--- config.mk ---
export PLATFORM = sky130hd
export DESIGN_NAME = spdr_spi_tx
export DESIGN_NICKNAME = d
export VERILOG_FILES = /design/src/rtl/spdr_spi_tx.sv
export SDC_FILE = /design/constraint.sdc
export NUM_CORES = 1
export LEC_CHECK = 0
export BUFFER_PORTS_ARGS = -buffer_cell sky130_fd_sc_hd__buf_2
export CAP_MARGIN = 20
export CORE_UTILIZATION = 54
export DETAILED_ROUTE_END_ITERATION = 7
export GPL_TIMING_DRIVEN = 0
export PLACE_DENSITY = 0.9
export RECOVER_POWER = 50
export SYNTH_ARGS = -nofsm -noshare
export SYNTH_HDL_FRONTEND = slang
export SYNTH_SLANG_ARGS = --single-unit
--- constraint.sdc ---
create_clock -name clk_out -period 1.9 [get_ports clk_out]
set_input_delay 0.475 -clock clk_out [delete_from_list [all_inputs] [get_ports clk_out]]
set_output_delay 0.475 -clock clk_out [all_outputs]
set_load 0.02 [all_outputs]
--- src/rtl/spdr_spi_tx.sv ---
// spdr_spi_tx: drains bytes from the FIFO read port and shifts them out
// MSB-first as an SPI mode-0 master. Chip select stays low across
// back-to-back bytes and for CS_HOLD cycles after the last one.
module spdr_spi_tx #(
    parameter int CLK_DIV = 2,
    parameter int CS_HOLD = 2
) (
    input  logic       clk_out,
    input  logic       rst_in,
    input  logic       enable,
    input  logic [7:0] fifo_dout,
    input  logic       fifo_empty,
    output logic       fifo_pop,
    output logic       sclk,
    output logic       mosi,
    output logic       cs_n,
    output logic       busy,
    output logic [7:0] byte_count
);

    localparam int DIV_W  = $clog2(CLK_DIV + 1);
    localparam int HOLD_W = $clog2(CS_HOLD + 1);
    localparam logic [DIV_W-1:0]  DIV_LAST  = DIV_W'(CLK_DIV - 1);
    localparam logic [HOLD_W-1:0] HOLD_LAST = HOLD_W'(CS_HOLD - 1);

    typedef enum logic [1:0] {IDLE, SHIFT, HOLD} state_t;

    state_t            state;
    logic [DIV_W-1:0]  div_cnt;
    logic [2:0]        bit_cnt;
    logic [HOLD_W-1:0] hold_cnt;
    // Only the bits still to be sent after the current mosi value.
    logic [6:0]        shreg;

    logic phase_end;
    logic byte_end;
    logic load;

    assign phase_end = (div_cnt == DIV_LAST);
    // Last cycle of a byte: end of the 8th high phase.
    assign byte_end  = (state == SHIFT) && sclk && phase_end && (bit_cnt == 3'd7);
    assign load      = enable && !fifo_empty && !rst_in &&
                       ((state == IDLE) || (state == HOLD) || byte_end);
    assign fifo_pop  = load;
    assign busy      = (state != IDLE);

    // Frame sequencer: load, bit shifting with sclk generation, CS hold.
    always_ff @(posedge clk_out or posedge rst_in) begin
        if (rst_in) begin
            state      <= IDLE;
            div_cnt    <= '0;
            bit_cnt    <= '0;
            hold_cnt   <= '0;
            shreg      <= '0;
            sclk       <= 1'b0;
            mosi       <= 1'b0;
            cs_n       <= 1'b1;
            byte_count <= '0;
        end else begin
            case (state)
                IDLE, HOLD: begin
                    if (load) begin
                        state    <= SHIFT;
                        cs_n     <= 1'b0;
                        shreg    <= fifo_dout[6:0];
                        mosi     <= fifo_dout[7];
                        div_cnt  <= '0;
                        bit_cnt  <= '0;
                        hold_cnt <= '0;
                        sclk     <= 1'b0;
                    end else if (state == HOLD) begin
                        if (hold_cnt == HOLD_LAST) begin
                            state    <= IDLE;
                            cs_n     <= 1'b1;
                            hold_cnt <= '0;
                        end else begin
                            hold_cnt <= hold_cnt + HOLD_W'(1);
                        end
                    end
                end
                SHIFT: begin
                    if (!phase_end) begin
                        div_cnt <= div_cnt + DIV_W'(1);
                    end else begin
                        div_cnt <= '0;
                        if (!sclk) begin
                            sclk <= 1'b1;
                        end else begin
                            // Falling edge: next bit, or end of byte.
                            sclk <= 1'b0;
                            if (bit_cnt == 3'd7) begin
                                bit_cnt    <= '0;
                                byte_count <= byte_count + 8'd1;
                                if (load) begin
                                    shreg <= fifo_dout[6:0];
                                    mosi  <= fifo_dout[7];
                                end else begin
                                    state    <= HOLD;
                                    mosi     <= 1'b0;
                                    hold_cnt <= '0;
                                end
                            end else begin
                                bit_cnt <= bit_cnt + 3'd1;
                                mosi    <= shreg[6];
                                shreg   <= {shreg[5:0], 1'b0};
                            end
                        end
                    end
                end
                default: state <= IDLE;
            endcase
        end
    end

endmodule

=== Word-level counts from Yosys, hierarchy flattened ===
Index checks and enable logic that the tools add are counted.

* Add/subtract/negate cells: 4
* Equal/unequal tests: 12
* Muxes and demuxes: 42
* Reduce and logical (&&, ||, !) cells: 24

{| class="wikitable"
|+ Operators with widths
! kind !! count
|-
| 2-bit two-way mux || 16
|-
| 7-bit two-way mux || 4
|-
| 7-bit case mux with 2 select lines || 1
|-
| 3-bit two-way mux || 4
|-
| 2-bit case mux with 2 select lines || 3
|-
| 6-bit AND reduction || 2
|-
| 1-bit two-way mux || 11
|-
| 3-bit AND reduction || 3
|-
| 8-bit by 1-bit adder with 8-bit output, second input constant || 1
|-
| 2-bit inequality test, second input constant || 4
|-
| 4-bit AND reduction || 2
|-
| 2-bit nonzero test || 4
|-
| 2-bit by 1-bit == test with 1-bit output, second input constant || 3
|-
| 1-bit logical AND || 6
|-
| 3-bit inequality test, second input constant || 2
|-
| 3-bit case mux with 2 select lines || 1
|-
| 2-bit by 1-bit adder with 2-bit output, second input constant || 2
|-
| 1-bit case mux with 2 select lines || 2
|-
| 3-bit by 1-bit adder with 3-bit output, second input constant || 1
|-
| 3-bit == test, second input constant || 1
|-
| 2-bit == test, second input constant || 1
|-
| 1-bit logical NOT || 2
|-
| 2-bit logical NOT || 1
|-
| 1-bit logical OR || 2
|-
| 3 further kinds || 3
|}

* Register bits: 27
* Input bits: 12
* Output and inout bits: 13
* Logic and storage cells: 91

=== Logic depth before layout (Yosys ltp) ===
Gate-level depths: netlist of run 1.

* Depth in word-level cells: 11
* Depth in mapped cells: 6

=== Least setup slack after synthesis of run 1 ===
No wires, ideal clock.

* Kind: register -> output
* Start: register bit_cnt[0]
* End: output port fifo_pop
* Arrival: 1.339 ns
* Data required time: 1.425 ns
* Slack: 0.086 ns
* Stages on the path, launching flop included: 6
* Cell sequence: dfrtp_1 ha_1 ha_1 nor4bb_1 a21oi_2 inv_2

* Longest elaborated chain between the ends: 4

{| class="wikitable"
|+ RTL lines
! item !! line !! RTL
|-
| start: declaration || 30 || <nowiki>logic [2:0] bit_cnt;</nowiki>
|-
| start signal: assignment || 103 || <nowiki>bit_cnt <= bit_cnt + 3'd1;</nowiki>
|-
| 3-bit == test || 41 || <nowiki>assign byte_end = (state == SHIFT) && sclk && phase_end && (bit_cnt == 3'd7);</nowiki>
|-
| 1-bit logical AND || 41 ||
|-
| 1-bit logical OR || 43 || <nowiki>((state == IDLE) || (state == HOLD) || byte_end);</nowiki>
|-
| 1-bit logical AND || 42 || <nowiki>assign load = enable && !fifo_empty && !rst_in &&</nowiki>
|-
| end: declaration || 13 || <nowiki>output logic fifo_pop,</nowiki>
|}

No other way between the ends.

=== Worst setup path in the final report of run 1 ===
* Start: register bit_cnt[1]
* End: output port fifo_pop

Same word-level chain as after synthesis.

==> reports/metrics.sh, run 1 <==
RUN_STATUS='complete, but fails checks'
VIOLATIONS='setup timing'
CLOCK_SINK_COUNT=27
MOST-COMMON-LAYOUT-CELLS='sky130_fd_sc_hd__dfrtp_1 (26), sky130_fd_sc_hd__buf_2 (24), sky130_fd_sc_hd__o22ai_1 (13)'
SYN-CELL-AREA_SQ_UM=1360
SYNTH.LIB_CELLS_USED.DISTINCT=40
CHIPHEIGHT_MICRONS=52.1
SYNTHFLOPTYPE='sky130_fd_sc_hd__dfrtp_1'
GRT_ANTENNA_BEFORE_REPAIR=0
FINALNETCOUNT=184
P_INT_uW=1240
MAX-CLOCK-PATH-BUFFERS=2
PRE_CTS_SLACK_PS=-251
ENDPOINT='fifo_pop'
GATE_POWER_SHARE_PCT=44.9
FINAL.FILL_COUNT=175
CELL_TYPE_WITH_THE_LARGEST_TOTAL_AREA_AFTER_SYNTHESIS='sky130_fd_sc_hd__dfrtp_1'
ROWS=17
DETAIL_ROUTE.WL_PER_CELL_MICRONS=15.4
NUM_VIAS=1189
R2R-START='bit_cnt[1]'
FINAL_ANTENNA_NET_COUNT=0
CLKLATENCYLATEPIN_PS=320
AVGVIACOUNTPERCELL=6.07
GRT_SETUP_UNREPAIRED='true'
PORTBUFFERS=24
POWER.CLOCK.FRACTION_PCT=11.9
CRIT_SLOWEST_CELL='sky130_fd_sc_hd__dfrtp_1'
HTREE_NUM_LEVELS=1
TOTAL_STAGE_COUNT_OF_THE_CRITICAL_PATH=6
FINISH.UTILIZATION_PCT=71.4
FINALWIRELENGTH_MM=3.03
POSTLAYOUTCELLAREA_SQ_UM=1640
DIE_X_MICRONS=52.1
DRC=0
CTS-BUFFERS-INSERTED=3
PWR-SHARE-SEQ_PCT=43.2
DESIGN.CORE.AREA_SQ_UM=2300
AREA_GROWTH_SYN_TO_LAYOUT_PCT=21.1
POWER_DENSITY_nW_PER_UM2=1250
GP_CONGESTION=0.860
TIMING.CRITICAL_PATH.CELLS='ha_2 -> ha_4 -> nor4bb_4 -> a21oi_4 -> inv_2 -> buf_6'
SYNTH-WARNING-COUNT=0
TRACK_USAGE_PCT=24.4
STARTPOINT_OF_THE_MOST_CRITICAL_SETUP_PATH='bit_cnt[1]'
HOLD-WORST-SLACK_PS=30.7
CP_DATA_REQUIRED_TIME_PS=1420
STATIC_LEAKAGE_uW=0.000761
DRTPASS1ITERATIONS=6
SWITCHINGPOWER_uW=815
TRITONCTS_CLOCK_TREE='done'
SYNTH_TOP_CELL_AREA_SHARE_PCT=48.0
CAP_VIOL_MAX_COUNT=0
SYNTH-SEQ-AREA-SHARE_PCT=50.0
CRITPATHKIND='flop to output pin'
MAX_SLEW.WORST_PIN.SLEW_PS=1340
POWER.TOTAL_uW=2050
POST_CTS_CLOCK_SLEW_AT_THE_LAUNCH_AND_CAPTURE_REGISTERS_OF_THE_WORST_SETUP_AND_HOLD_PATHS_PS=150
INITIAL_CORE_UTIL_PCT=59.0
SYNTHESIS.NETS=149
CRITICAL_PATH_ARRIVAL_PS=1600
TIMING.CLOCK.SKEW_PS=7.80
IOPINCOUNT=25
PLACED_CELL_AREA_SQ_UM=1510
FIRST_PASS_GRT_WIRE_LENGTH_MM=4.84
POST_SYNTH_MAIN_AREA_CONTRIBUTORS='sky130_fd_sc_hd__dfrtp_1 (48%), sky130_fd_sc_hd__o22ai_1 (6.0%), sky130_fd_sc_hd__a21oi_1 (4.1%)'
POST-ROUTE-PERIOD-UTIL_PCT=109
GRT_START_MAX_NET_PINS=28
RR_WORST_DEPTH=6
POSTSYNTHREGISTERBITS=27
BUFFER_CELL_DRIVING_THE_CLOCK_TREE_ROOT='sky130_fd_sc_hd__clkbuf_4'
PERIOD_MINUS_SLACK_PS=2080
PATH_MAX_FANOUT=2
REG2REG_SLACK_PS=150
WORST_PATH_LARGEST_CELL_DELAY_PS=400
PATH_CLASS_OF_THE_LOWEST_SLACK_MIN_DELAY_PATH='input pin to asynchronous set/reset pin'
FINAL_MAX_SLEW_VIOL_COUNT=0
CRIT-REG2REG-CAPTURE='byte_count[1]'
SLEW_HEADROOM_PCT=10.7
DP_HPWL_MM=2.05
SYNTH_EDF_COUNT=0
MAX-VDD-IR-DROP_uV=800
POSTSYNTHCELLCOUNT=134
FINAL_COMMON_CELL='sky130_fd_sc_hd__dfrtp_1'
TYPE_OF_ELEMENT_LAUNCHING_THE_CRITICAL_PATH='flop'
CRIT_FAMILY='flip-flops'
WORST-PATH-BUF-INV=2
GRT.OVERFLOW.TOTAL=0
TIMING_HOLD_VIOLATIONS_FINAL=0
NETSWITCHINGFRACTION_PCT=39.7
GRT_PASS1_VIAS=1111
SETUP_VIOLATIONS=1
FINALWORSTSETUPSLACK_PS=-179
ASYNCSETRESETFLOPFRACSYNTH_PCT=100
DIODES=0
DIE-AREA_SQ_UM=2710
DRT_ITER0_DRC=20
DRIVE_ABOVE_1_SHARE_PCT=30.4
CLOCK.FMAX_MHz=481
SYNTHESIS.AREA_PER_INSTANCE_SQ_UM=10.1
SETUP.WORST_PATH.END_CLASS='output pin'
==> layer usage <==
metal  track usage [%]  wire (microns)  vias to the layer above
li1                  -               -                      567
met1              31.1            1340                      586
met2              40.4            1530                       30
met5                 0               0                        -
met3              3.80             105                        6
met4              10.8              53                        0
==> power groups by stage <==
stage / Combinational, uW / Sequential [uW] / Clock, uW
detailed placement: 822 / 886 / 0
global placement: 779 / 873 / 0
global route: 1000 / 900 / 279
floorplan: 579 / 908 / 0
finish: 921 / 886 / 245
CTS: 903 / 873 / 245
==> cells in the mapped netlist, types with 2 or more instances <==
master / n
sky130_fd_sc_hd__o21ai_0: 5
sky130_fd_sc_hd__ha_1: 3
sky130_fd_sc_hd__inv_1: 5
sky130_fd_sc_hd__nand2_1: 10
sky130_fd_sc_hd__nor2_1: 11
sky130_fd_sc_hd__nand4_1: 6
sky130_fd_sc_hd__a21oi_1: 11
sky130_fd_sc_hd__dfrtp_1: 26
sky130_fd_sc_hd__nand3b_1: 3
sky130_fd_sc_hd__xor2_1: 2
sky130_fd_sc_hd__a31oi_1: 3
sky130_fd_sc_hd__xnor2_1: 6
sky130_fd_sc_hd__and3_1: 3
sky130_fd_sc_hd__o22ai_1: 13
sky130_fd_sc_hd__mux2_2: 2
==> timing repair <==
action / in CTS / in global routing
hold buffers: 0 / 0
resized for setup: 12 / 2
endpoints found under the setup margin: 3 / 2
pin swaps: 3 / 1
hold endpoints to repair: 0 / 0
buffers inserted: 5 / 0
==> logic make-up after synthesis <==
group / after synthesis / share of synthesized area [%]
flip-flops: 27 / 50.0
multiplexers: 2 / 1.66
buffers and inverters: 10 / 3.42
AO/OA/AOI/OAI: 40 / 18.2
AND/OR/NAND/NOR: 44 / 18.8
adder cells (fa/ha/maj): 3 / 2.77
XOR/XNOR: 8 / 5.17
==> flip-flops by register name (all words and copies together) (netlist names) <==
name,flops
mosi,1
sclk,1
hold_cnt,2
cs_n,1
div_cnt,2
state,2
bit_cnt,3
shreg,7
byte_count,8
==> stage by stage <==
stage | cells | setup TNS [ps]
after floorplan | 134 | 0
after global placement | 186 | -241
after detailed placement | 186 | -251
after CTS | 195 | -173
after global routing | 196 | -289
final | 196 | -179
==> worst register-to-register path, cell delays in order (launching register included) <==
cell and delay, ps:
sky130_fd_sc_hd__dfrtp_1 400, sky130_fd_sc_hd__ha_2 200, sky130_fd_sc_hd__ha_4 130, sky130_fd_sc_hd__buf_4 130, sky130_fd_sc_hd__nand3b_1 90, sky130_fd_sc_hd__nor2_2 320, sky130_fd_sc_hd__mux2_2 380
==> final cells by class <==
cell class                 count  area, sq um  share of cell area (%)
sequential                    27          677                    41.3
multi-input combinational     97          676                    41.2
timing repair buffer          30          168                    10.2
buffer                         4         35.0                    2.14
tap                           28         35.0                    2.14
clock buffer                   3         22.5                    1.37
inverter                       6         22.5                    1.37
clock inverter                 1         5.00                   0.305
==> worst min-delay path by stage <==
stage,startpoint,endpoint,slack (ps),cells after the start
after floorplan,hold_cnt[1],hold_cnt[1],470,2
after global placement,byte_count[7],byte_count[7],450,1
after detailed placement,byte_count[7],byte_count[7],460,1
after CTS,fifo_dout[7],mosi,370,2
after global routing,rst_in,mosi,-5,2
final,rst_in,mosi,30,2
No activity file was read; power rests on OpenSTA's default activity.
==> run 2, diff against run 1 <==
Settings changed: CORE_MARGIN set to 3.
==> run 2 against run 1 <==
Against the previous run:
- largest cell class is now multi-input gates
- clock skew shrank 5.7 ps
- worst setup slack gained 8.1 ps
- core utilization grew 1.1 points
- the run still ends with setup timing left
- combinational power grew 6.4%
- fmax grew 0.39%
- register-to-register slack lost 70 ps
- critical endpoint unchanged
==> reports/metrics.sh, run 2 (synthesis gave the netlist of run 1 again) <==
RUN_STATUS='complete, but fails checks'  # unchanged
VIOLATIONS='setup timing'  # unchanged
DRC=0  # unchanged
LARGEST_REGISTER_FF_COUNT=8  # unchanged
CLOCK.FMAX_MHz=483  # was 481 MHz
HOLD-WORST-SLACK_PS=408  # was 30.7 ps
HTREE_NUM_LEVELS=1  # unchanged
CRITPATHKIND='flop to output pin'  # unchanged
DPL_CELLS=186  # unchanged
TRACK_USAGE_PCT=21.4  # was 24.4%
DRT_ITER0_DRC=52  # was 20
FINALWORSTSETUPSLACK_PS=-171  # was -179 ps
TRITONCTS_CLOCK_TREE='done'  # unchanged
POST_CTS_CLOCK_SLEW_AT_THE_LAUNCH_AND_CAPTURE_REGISTERS_OF_THE_WORST_SETUP_AND_HOLD_PATHS_PS=130  # was 150 ps
BUFFER_CELL_DRIVING_THE_CLOCK_TREE_ROOT='sky130_fd_sc_hd__clkbuf_4'  # unchanged
POSTLAYOUTCELLAREA_SQ_UM=1670  # was 1640 sq um
SETUP.WORST_PATH.END_CLASS='output pin'  # unchanged
AVGVIACOUNTPERCELL=6.11  # was 6.07
DESIGN.CORE.AREA_SQ_UM=2300  # unchanged
POWER_DENSITY_nW_PER_UM2=1260  # was 1250 nW/um^2
DETAIL_ROUTE.WL_PER_CELL_MICRONS=16.5  # was 15.4 microns
AREA_GROWTH_SYN_TO_LAYOUT_PCT=22.9  # was 21.1%
PATH_CLASS_OF_THE_LOWEST_SLACK_MIN_DELAY_PATH='input pin to flop'  # was input pin to asynchronous set/reset pin
PERIOD_MINUS_SLACK_PS=2070  # was 2080 ps
NUM_VIAS=1216  # was 1189
CHIPHEIGHT_MICRONS=56.1  # was 52.1 microns
CAP_VIOL_MAX_COUNT=0  # unchanged
PORTBUFFERS=24  # unchanged
TOTALNEGATIVESETUPSLACK_PS=-171  # was -179 ps
DIE_X_MICRONS=56.1  # was 52.1 microns
LARGEST_REGISTERS='byte_count (8), shreg (7), bit_cnt (3)'  # unchanged
HOLDBUFCOUNTCTS=0  # unchanged
DRIVE_ABOVE_1_SHARE_PCT=30.4  # about the same
CLOCK_SINK_COUNT=27  # unchanged
FINALWIRELENGTH_MM=3.29  # was 3.03 mm
TIMING_HOLD_VIOLATIONS_FINAL=0  # unchanged
DRTPASS1ITERATIONS=4  # was 6
ROWS=17  # unchanged
FINAL_COMMON_CELL='sky130_fd_sc_hd__dfrtp_1'  # unchanged
CTS-BUFFERS-INSERTED=3  # unchanged
GP_CONGESTION=0.848  # was 0.860
SETUP_VIOLATIONS=1  # unchanged
POWER.TOTAL_uW=2100  # was 2050 uW
GRT_ANTENNA_BEFORE_REPAIR=0  # unchanged
DIE-AREA_SQ_UM=3150  # was 2710 sq um
MAX_SLEW.WORST_PIN.SLEW_PS=984  # was 1340 ps
MAX-VDD-IR-DROP_uV=862  # was 800 uV
MAX-CLOCK-PATH-BUFFERS=2  # unchanged
GRT_START_MAX_NET_PINS=28  # unchanged
MOST-COMMON-LAYOUT-CELLS='sky130_fd_sc_hd__dfrtp_1 (26), sky130_fd_sc_hd__buf_2 (21), sky130_fd_sc_hd__o22ai_1 (13)'  # was sky130_fd_sc_hd__dfrtp_1 (26), sky130_fd_sc_hd__buf_2 (24), sky130_fd_sc_hd__o22ai_1 (13)
PATH_MAX_FANOUT=2  # unchanged
POST-ROUTE-PERIOD-UTIL_PCT=109  # about the same
GRT.OVERFLOW.TOTAL=0  # unchanged
LARGEST_REGISTER='byte_count'  # unchanged
TIMING.CLOCK.SKEW_PS=2.15  # was 7.80 ps
CRITICAL_PATH_ARRIVAL_PS=1600  # about the same
CP_DATA_REQUIRED_TIME_PS=1420  # about the same
TYPE_OF_ELEMENT_LAUNCHING_THE_CRITICAL_PATH='flop'  # unchanged
FINALNETCOUNT=187  # was 184
GRT_PASS1_VIAS=1181  # was 1111
SLEW_HEADROOM_PCT=34.3  # was 10.7%
PLACED_CELL_AREA_SQ_UM=1510  # unchanged
DP_HPWL_MM=2.18  # was 2.05 mm
STATIC_LEAKAGE_uW=0.000770  # was 0.000761 uW
INITIAL_CORE_UTIL_PCT=59.0  # unchanged
IOPINCOUNT=25  # unchanged
FINAL_MAX_SLEW_VIOL_COUNT=0  # unchanged
DIODES=0  # unchanged
FIRST_PASS_GRT_WIRE_LENGTH_MM=5.38  # was 4.84 mm
GRT_SETUP_UNREPAIRED='true'  # unchanged
FINAL_CELLS=199  # was 196
FINAL_ANTENNA_NET_COUNT=0  # unchanged
CLKLATENCYLATEPIN_PS=310  # was 320 ps
run 2: repair_timing:
| action | 4_1_cts | 5_1_grt |
|---|---|---|
| resized for setup | 12 | 3 |
| pin swaps | 3 | 1 |
| buffers inserted | 7 | 3 |
| setup endpoints to repair | 3 | 7 |
| cloned | 0 | 0 |
run 2: final timing paths:
kind | slack, ps | end | cells after the start | startpoint
setup / recovery | -170 | fifo_pop | 6 | bit_cnt[1]
hold / removal | 410 | mosi | 2 | fifo_dout[7]
setup reg to reg | 80 | shreg[2] | 7 | bit_cnt[1]
hold reg to reg | 480 | byte_count[7] | 1 | byte_count[7]
max in group asynchronous | 870 | byte_count[5] | 2 | rst_in
min in group asynchronous | 440 | mosi | 2 | rst_in
run 2: layout make-up:
| class | instances | area, sq um |
|---|---|---|
| buffer | 3 | 20.0 |
| inverter | 6 | 22.5 |
| timing repair buffer | 34 | 201 |
| fill | 174 | 632 |
| multi-input combinational | 97 | 683 |
| sequential | 27 | 677 |
| tap | 28 | 35.0 |
| clock buffer | 4 | 26.3 |
run 2: report_power, final:
part	internal, uW	switching (uW)	total [uW]
clock	82.0	156	238
sequential	732	150	882
combinational	461	519	980
total	1270	826	2100
run 2: stage by stage:
stage	setup WS, ps	util, %
finish	-171	72.5
floorplan	85.6	-
global route	-257	72.5
detailed placement	-240	65.7
global placement	-238	65.7
CTS	-151	71.8
run 2: critical path, stage by stage (launching register included):
cell	delay [ps]
sky130_fd_sc_hd__dfrtp_1	390
sky130_fd_sc_hd__ha_2	200
sky130_fd_sc_hd__ha_4	140
sky130_fd_sc_hd__nor4bb_4	250
sky130_fd_sc_hd__a21oi_4	100
sky130_fd_sc_hd__inv_2	90
sky130_fd_sc_hd__buf_6	110
run 2: routing by layer:
layer	GRT usage [%]	wire (microns)	share of wire, %	up-vias
met5	0	0	0	-
met4	8.47	76	2.3	0
met3	3.71	111	3.4	8
met2	38.1	1800	55	33
met1	25.4	1310	40	599
li1	-	-	-	576
